File: src/rtl/mem_bank_ctrl.sv
// -----------------------------------------------------------------------------
// mem_bank_ctrl
// Single-port synchronous memory with a valid/ready request handshake, byte
// enables, a configurable read latency and out-of-range error reporting.
// After every reset the array is filled with INIT_VAL, one word per cycle,
// before any request is accepted.
//
// Ports
//   clk       clock, all logic on posedge
//   rst       asynchronous active-high reset
//   valid_i   request valid
//   wr_rd_i   1 = write, 0 = read
//   addr_i    word address
//   wdata_i   write data
//   be_i      byte enables, bit n selects wdata_i[8n+7:8n]
//   ready_o   request can be accepted this cycle
//   rdata_o   read data, valid while rvalid_o = 1, holds between responses
//   rvalid_o  one-cycle read-response pulse
//   err_o     one-cycle pulse for an out-of-range access
// -----------------------------------------------------------------------------
module mem_bank_ctrl #(
  parameter int               WIDTH      = 32,
  parameter int               ADDR_WIDTH = 6,
  parameter int               DEPTH      = 64,
  parameter int               RD_LAT     = 1,
  parameter logic [WIDTH-1:0] INIT_VAL   = '0
) (
  input  logic                  clk,
  input  logic                  rst,
  input  logic                  valid_i,
  input  logic                  wr_rd_i,
  input  logic [ADDR_WIDTH-1:0] addr_i,
  input  logic [WIDTH-1:0]      wdata_i,
  input  logic [WIDTH/8-1:0]    be_i,
  output logic                  ready_o,
  output logic [WIDTH-1:0]      rdata_o,
  output logic                  rvalid_o,
  output logic                  err_o
);

  localparam int NBYTES = WIDTH / 8;
  // One extra bit so DEPTH = 2**ADDR_WIDTH is representable.
  localparam logic [ADDR_WIDTH:0]   DEPTH_W   = (ADDR_WIDTH + 1)'(DEPTH);
  localparam logic [ADDR_WIDTH-1:0] LAST_ADDR = ADDR_WIDTH'(DEPTH - 1);
  localparam logic [2:0]            LAT_W     = 3'(RD_LAT);

  typedef enum logic [1:0] {INIT, IDLE, RD_WAIT} state_t;

  state_t                state_reg, state_next;
  logic [ADDR_WIDTH-1:0] init_cnt_reg;
  logic [ADDR_WIDTH-1:0] rd_addr_reg;
  logic                  rd_oob_reg;
  logic [2:0]            lat_cnt_reg;

  logic                  accept, wr_accept, rd_accept, addr_in_range;
  logic                  rd_fire;
  logic [ADDR_WIDTH-1:0] rd_src_addr;
  logic                  rd_src_oob;

  logic [WIDTH-1:0] mem [DEPTH];

  assign ready_o       = (state_reg == IDLE);
  assign accept        = valid_i & ready_o;
  assign wr_accept     = accept & wr_rd_i;
  assign rd_accept     = accept & ~wr_rd_i;
  assign addr_in_range = ({1'b0, addr_i} < DEPTH_W);

  // Next state plus the read-fire decision. rd_fire marks the edge that
  // registers the response, so rvalid_o shows up RD_LAT cycles after the
  // acceptance edge. With RD_LAT = 1 that edge is the acceptance edge itself,
  // so the FSM never leaves IDLE for a read.
  always_comb begin
    state_next  = state_reg;
    rd_fire     = 1'b0;
    rd_src_addr = rd_addr_reg;
    rd_src_oob  = rd_oob_reg;
    case (state_reg)
      INIT: begin
        if (init_cnt_reg == LAST_ADDR) state_next = IDLE;
      end
      IDLE: begin
        if (rd_accept) begin
          rd_src_addr = addr_i;
          rd_src_oob  = ~addr_in_range;
          if (RD_LAT == 1) rd_fire = 1'b1;
          else             state_next = RD_WAIT;
        end
      end
      RD_WAIT: begin
        // Counter was loaded with RD_LAT; firing at 2 puts the registered
        // response in the RD_LAT-th cycle after acceptance.
        if (lat_cnt_reg == 3'd2) begin
          rd_fire    = 1'b1;
          state_next = IDLE;
        end
      end
      default: state_next = INIT;
    endcase
  end

  always_ff @(posedge clk or posedge rst) begin
    if (rst) begin
      state_reg    <= INIT;
      init_cnt_reg <= '0;
      rd_addr_reg  <= '0;
      rd_oob_reg   <= 1'b0;
      lat_cnt_reg  <= '0;
      rvalid_o     <= 1'b0;
      err_o        <= 1'b0;
    end else begin
      state_reg <= state_next;
      rvalid_o  <= rd_fire;
      // Write errors pulse right after acceptance; read errors ride with rvalid_o.
      err_o     <= (wr_accept & ~addr_in_range) | (rd_fire & rd_src_oob);
      if (state_reg == INIT) init_cnt_reg <= init_cnt_reg + 1'b1;
      if (rd_accept) begin
        rd_addr_reg <= addr_i;
        rd_oob_reg  <= ~addr_in_range;
        lat_cnt_reg <= LAT_W;
      end else if (state_reg == RD_WAIT) begin
        lat_cnt_reg <= lat_cnt_reg - 1'b1;
      end
    end
  end

  // Registered read port; out-of-range reads return zero.
  always_ff @(posedge clk or posedge rst) begin
    if (rst) begin
      rdata_o <= '0;
    end else if (rd_fire) begin
      rdata_o <= rd_src_oob ? '0 : mem[rd_src_addr];
    end
  end

  // Array write port: initialisation sweep, then byte-masked writes.
  // Out-of-range writes and be_i = 0 leave the array untouched.
  always_ff @(posedge clk) begin
    if (state_reg == INIT) begin
      mem[init_cnt_reg] <= INIT_VAL;
    end else if (wr_accept && addr_in_range) begin
      for (int b = 0; b < NBYTES; b++) begin
        if (be_i[b]) mem[addr_i][8*b +: 8] <= wdata_i[8*b +: 8];
      end
    end
  end

endmodule

File: config.mk
export PLATFORM = sky130hd
export DESIGN_NAME = mem_bank_ctrl
export DESIGN_NICKNAME = d
export VERILOG_FILES = /design/src/rtl/mem_bank_ctrl.sv
export SDC_FILE = /design/constraint.sdc
export NUM_CORES = 2
export LEC_CHECK = 0
export CORE_UTILIZATION = 50
export DETAILED_ROUTE_END_ITERATION = 7
export GPL_TIMING_DRIVEN = 0
export HOLD_SLACK_MARGIN = 0.06
export PLACE_DENSITY = 0.66
export SYNTH_ARGS = -nofsm -noshare
export SYNTH_HDL_FRONTEND = slang
export SYNTH_SLANG_ARGS = --single-unit
File: constraint.sdc
create_clock -name clk -period 3.35 [get_ports clk]
set_input_delay 0.5025 -clock clk [delete_from_list [all_inputs] [get_ports clk]]
set_output_delay 0.5025 -clock clk [all_outputs]
set_load 0.01 [all_outputs]
==> Yosys cells after proc, flatten, opt, wreduce, memory -nomap -nowiden <==
Memories as Yosys holds them, arrays and structs flattened.
Index checks and enable logic that the tools add are counted.
{ "word_totals": {"reg_bits": 52, "memories": 1, "wordCells": 61, "ramBits": 2048} }
{ "classes": {"n_reduce_logical": 4, "muxes": 34, "add_sub_neg": 2, "n_bitwise": 6, "eq_ne": 6} }
{ "mem_list": {"columns": ["name", "depth", "width", "read_ports", "rd_clocked_by_memory_dff", "write_ports", "line", "text"], "rows": [
  ["mem", 64, 32, 1, 0, 1, "60", "logic [WIDTH-1:0] mem [DEPTH];"]
]} }
{ "op_table": {"columns": ["operator", "count"], "rows": [
  ["two-way mux 32 bit", 2],
  ["OR reduction 32 bit", 1],
  ["two-way mux 1 bit", 22],
  ["two-way mux 6 bit", 3],
  ["adder 6 x 1 -> 6 bit, second input constant", 1],
  ["equality test 6 bit, second input constant", 1],
  ["two-way mux 3 bit", 2],
  ["one-hot mux 2 bit (3 select lines)", 1],
  ["AND 1 bit", 4],
  ["two-way mux 2 bit", 2],
  ["two-way mux 4 bit", 1],
  ["!= test 2 bit, second input constant", 2],
  ["equality test 3 x 2 -> 1 bit, second input constant", 1],
  ["AND reduction 3 bit", 1],
  ["subtractor 3 x 1 -> 3 bit, second input constant", 1],
  ["equality test 2 x 1 -> 1 bit, second input constant", 1],
  ["equality test 2 bit, second input constant", 1],
  ["logical NOT 2 bit", 1],
  ["NOT 1 bit", 2],
  ["one-hot mux 1 bit (2 select lines)", 1],
  ["nonzero test 2 bit", 1]
]} }

==> Depth between registers and ports, before layout <==
{ "depth": {"depth_word": 8, "ltp_mapped": 13, "mapped_depth_nobuf": 9} }

==> Worst setup path before layout <==
No wires, ideal clock.
{ "synth_path": {"path_type": "input-to-reg", "startpoint": "input port valid_i", "endpoint": "memory mem[0][10], data pin", "setup_ps": 367, "t_arrival_ps": 2654, "n_path_buf": 4, "cell_stages": 7, "path_slack_ps": 329, "cell_sequence": "and2_1 -> and3_1 -> buf_2 -> clkbuf_1 -> clkbuf_1 -> clkbuf_1 -> and2_1"} }
{ "synth_between": {"elab_chain_cells": 7, "word_cells_on_any_way": 16} }
{ "synth_rtl": {"columns": ["element", "line", "text"], "rows": [
  ["start, declared", "30", "input logic valid_i,"],
  ["AND 1 bit *", "63", "assign accept = valid_i & ready_o;"],
  ["AND 1 bit *", "64", "assign wr_accept = accept & wr_rd_i;"],
  ["two-way mux 1 bit", "140", "end else if (wr_accept && addr_in_range) begin"],
  ["two-way mux 1 bit", "138", "if (state_reg == INIT) begin"],
  ["two-way mux 1 bit (implied by the code)", "142", "if (be_i[b]) mem[addr_i][8*b +: 8] <= wdata_i[8*b +: 8];"],
  ["OR reduction 32 bit (no source line) *", null, null],
  ["two-way mux 32 bit (no source line) *", null, null],
  ["end, declared", "60", null]
]} }
Mark *: on every way between the ends. The rest lies on a longest branch, timed or not.

==> Worst setup path in the final report <==
{ "layout_path": {"startpoint": "register state_reg[0]", "endpoint": "register rdata_o[3], read port of mem"} }
{ "layout_between": {"elab_chain_cells": 7, "word_cells_on_any_way": 12} }
{ "layout_rtl": {"columns": ["element", "line", "text"], "rows": [
  ["start, declared", "49", "state_t state_reg, state_next;"],
  ["start signal, assigned", "111", "state_reg <= state_next;"],
  ["equality test 2 x 1 -> 1 bit", "62, 77", null],
  ["AND 1 bit", "63", null],
  ["AND 1 bit", "65", "assign rd_accept = accept & ~wr_rd_i;"],
  ["two-way mux 6 bit", null, null],
  ["two-way mux 6 bit", "77", "case (state_reg)"],
  ["memory (64 x 32 bit)", null, null],
  ["two-way mux 32 bit", null, null],
  ["end, declared", "36", "output logic [WIDTH-1:0] rdata_o,"]
]} }
Several ways; a longest one is shown, not always the timed one.
A chain may end at the register's enable or synchronous reset.

==> metrics.cfg <==
[detailed_routing]
ant_nets=0
drtIter0Drc=8770
wl_per_cell_um=32.6
wl_um=290000
vias=56100
drt_first_pass_iters=8
route.detailed.drc=1
vias_per_cell=6.30

[timing]
finalCritPeriodShare_pct=103
holdWs_ns=0.474
timing.fmax_mhz=289
period_needed_ns=3.47
setup-tns-final_ns=-2.27
slew_viol_final=0
tightestPinTransition_ns=1.06
rsz0062_at_grt=true
final.setup.worst_slack_ns=-0.116
finalClockSkew_ns=0.0289
relSlewSlack_pct=29.1
setup_viol=81
hold_viol=0

[floorplan]
io_pins=81
dieArea_um2=166000
rows=148
die_w_um=407
initial_core_util_pct=50.4
die_h_um=407
coreArea_um2=163000

[logic_synthesis]
yosysUniqueCellTypes=47
synth_top_family_by_area=simple AND/OR/NAND/NOR gates
synthCells=6115
synth_fp_nets=6162
synth-compound-area-share_pct=4.02
synth_fa_ha_area_share_pct=0.0152
synth-simple-area-share_pct=15.5
synth_edf_count=2048
yosys_most_used_dff=edfxtp_1
avgSynthCellArea_um2=13.4
yosysSeqAreaShare_pct=76.3
synth_area_um2=82100
synthMuxAreaShare_pct=1.90
synth_xor_area_share_pct=0.0534
ys_ff_latch=2094
yosys_warnings=0
async_flop_share_pct=2.20

[placed_design]
port_buffers=80
placed_cells=8402
dp_hpwl_um=203000
place.gp.congestion=1.08

[job]
drv_cap=0

[power_and_ir_drop]
totalPowerFinal_uw=50900
pwr-share-clk_pct=44.2
internal_power_uw=41000
powerDensity_nw_per_um2=519
ir_drop_mv=0.517
swShare_pct=19.4
p_seq_share_pct=55.6
p_switching_uw=9860
leakagePower_uw=0.0313
comb_power_share_pct=0.2

[finish]
drive_gt1_share_pct=17.9
stdcell_count=8909
regArea_um2=62700
syn_to_final_growth_pct=19.5
final_util_pct=60.2
nNetsFinal=6595
final.fill_count=12200
largest_reg_flops=2048
multi_input_area_um2=20200

[global_routing]
grt-ovfl-total=0
antenna_found_initial=28
grt_pass1_vias=52900
grt_pass1_wl_um=398000
grt_usage_pct=34.6
grt_max_degree=65

[clocking]
cts_buffers=204
clock_sinks=2094
cts_root_buf=clkbuf_16
cts_buffer_depth=3
cts_tree=built
worstSkewPairLatency_ns=0.84
clkTransAtPathRegs_ns=0.07
h-tree-depth=4

[worst_setup_path]
crit_type=flop to flop
critical-path-top-delay-family=simple AND/OR/NAND/NOR gates
cp-end-kind=flop
reg2reg_depth=12
cp.arrival_ns=4.19
rr_startpoint=state_reg[0]
r2r_slack_ns=-0.12
r2r-end=rdata_o[3]
worst-path-stages=12
critical-path-slowest-cell=nand4_1
path_cells=buf_4 > nand3b_4 > inv_8 > mux2i_4 > inv_2 > clkbuf_4 > nand2_8 > buf_4 > a31oi_1 > nand4_1 > nand4_1 > o21a_1
critPathCapture=rdata_o[3]
setup.worst_path.start_class=flop
slowest_delay_ns=0.51
cp.required_ns=4.07
cp.buffers_inverters=5
cp_max_fo=10
crit_start=state_reg[0]

[status]
status=finished with violations
violations=DRC, setup timing

[worst_hold_path]
hold_class=input pin to asynchronous set/reset pin

## cell type report
type	count	area share [%]
sequential	2094	63.9
multi-input combinational	3611	20.6
clock buffer	273	5.68
timing repair buffer	231	3.32
tap	2175	2.78
buffer	389	2.72
clock inverter	102	0.865
inverter	17	0.0830
antenna	17	0.0434
## through the flow
stage	worst slack [ns]	instance area (um2)
2_1_floorplan	0.329	82100
3_3_place_gp	-3.27	85600
3_5_place_dp	-3.05	86300
4_1_cts	-0.230	97100
5_1_grt	-0.105	98000
6_report	-0.116	98000
## cells by family (layout without fill, tap and decap cells)
kind of cell / Yosys count / in the layout
AOI/OAI and AO/OA: 476 / 476
xor gates and xnor gates: 5 / 5
adders and majority gates: 1 / 1
buffers and inverters: 411 / 1012
DFF: 2094 / 2094
muxes: 115 / 115
other: 1 / 18
and+or+nand+nor: 3012 / 3013
## synth_stat cells (all sizes together), types with 4 or more instances
master      n  area [um2]
a32oi      63         552
o21ai       4        20.0
a21oi      66         342
a221oi      5        43.8
and2       38         238
a211oi     12        90.1
mux4       32         721
xnor2       4        35.0
edfxtp   2048       61500
mux2        5        56.3
inv        17        66.3
nand3     614        3070
o21a       31         233
nor3b       4        30.0
a21boi      4        30.0
nand2b      4        25.0
clkbuf    233         875
dfrtp      46        1150
nand2    1845        6930
nor2      306        1150
nand4     188        1180
a31oi     225        1410
buf       161         833
a2111oi    62         546
mux2i      78         781
## layout by cell type, fill, tap and decap left out, types with 45 or more instances in the layout
cell type        Yosys  routed
a21oi_1             65      65
a31oi_1            225     220
a32oi_1             63      63
buf_12               0      96
buf_2              114      89
buf_4                7     100
clkbuf_1           233     107
clkbuf_16            0     211
clkbuf_2             0      81
clkdlybuf4s50_1      0      77
clkinv_1             0      50
dfrtp_1             46      45
edfxtp_1          2048    2048
mux2i_1             78      72
nand2_1           1845    1777
nand2_2              0      64
nand3_1            614     612
nand4_1            188     188
nor2_4               0     265
## tightest hold or removal path, cell delays in order
cell             delay (ns)
dlygate4sd3_1          0.55
clkdlybuf4s50_1        0.47
inv_4                  0.10
## power by group through the flow
stage,Sequential (uW),Clock (uW),Combinational (uW)
after global routing,28300,23400,121
final,28300,22500,122
after floorplan,28900,0,13.2
after detailed placement,28900,0,112
after CTS,28300,22400,114
after global placement,28900,0,107
## how the worst min path moves through the flow
stage	start	endpoint	slack [ns]	cells past startpoint
2_1_floorplan	init_cnt_reg[4]	init_cnt_reg[4]	0.49	1
3_3_place_gp	init_cnt_reg[4]	init_cnt_reg[4]	0.53	1
3_5_place_dp	init_cnt_reg[4]	init_cnt_reg[4]	0.53	1
4_1_cts	rst	err_o	0.42	3
5_1_grt	rst	err_o	0.46	3
6_report	rst	err_o	0.47	3
## timing repair
item | in CTS | in global routing
setup buffers | 86 | 32
setup endpoints to repair | 4120 | 2294
hold endpoints to repair | 1 | 0
gates cloned | 0 | 1
pin swaps | 100 | 57
resized for setup | 976 | 342
hold buffers | 1 | 0
## per-layer routing
metal | global-route usage [%] | part of all wire (%) | up-vias
li1 | - | - | 23400
met1 | 42.8 | 34 | 27700
met2 | 54.1 | 46 | 4119
met3 | 9.99 | 13 | 926
met4 | 20.7 | 6.9 | 12
met5 | 0 | 0.024 | -
Power figures use the tool's default switching activity.
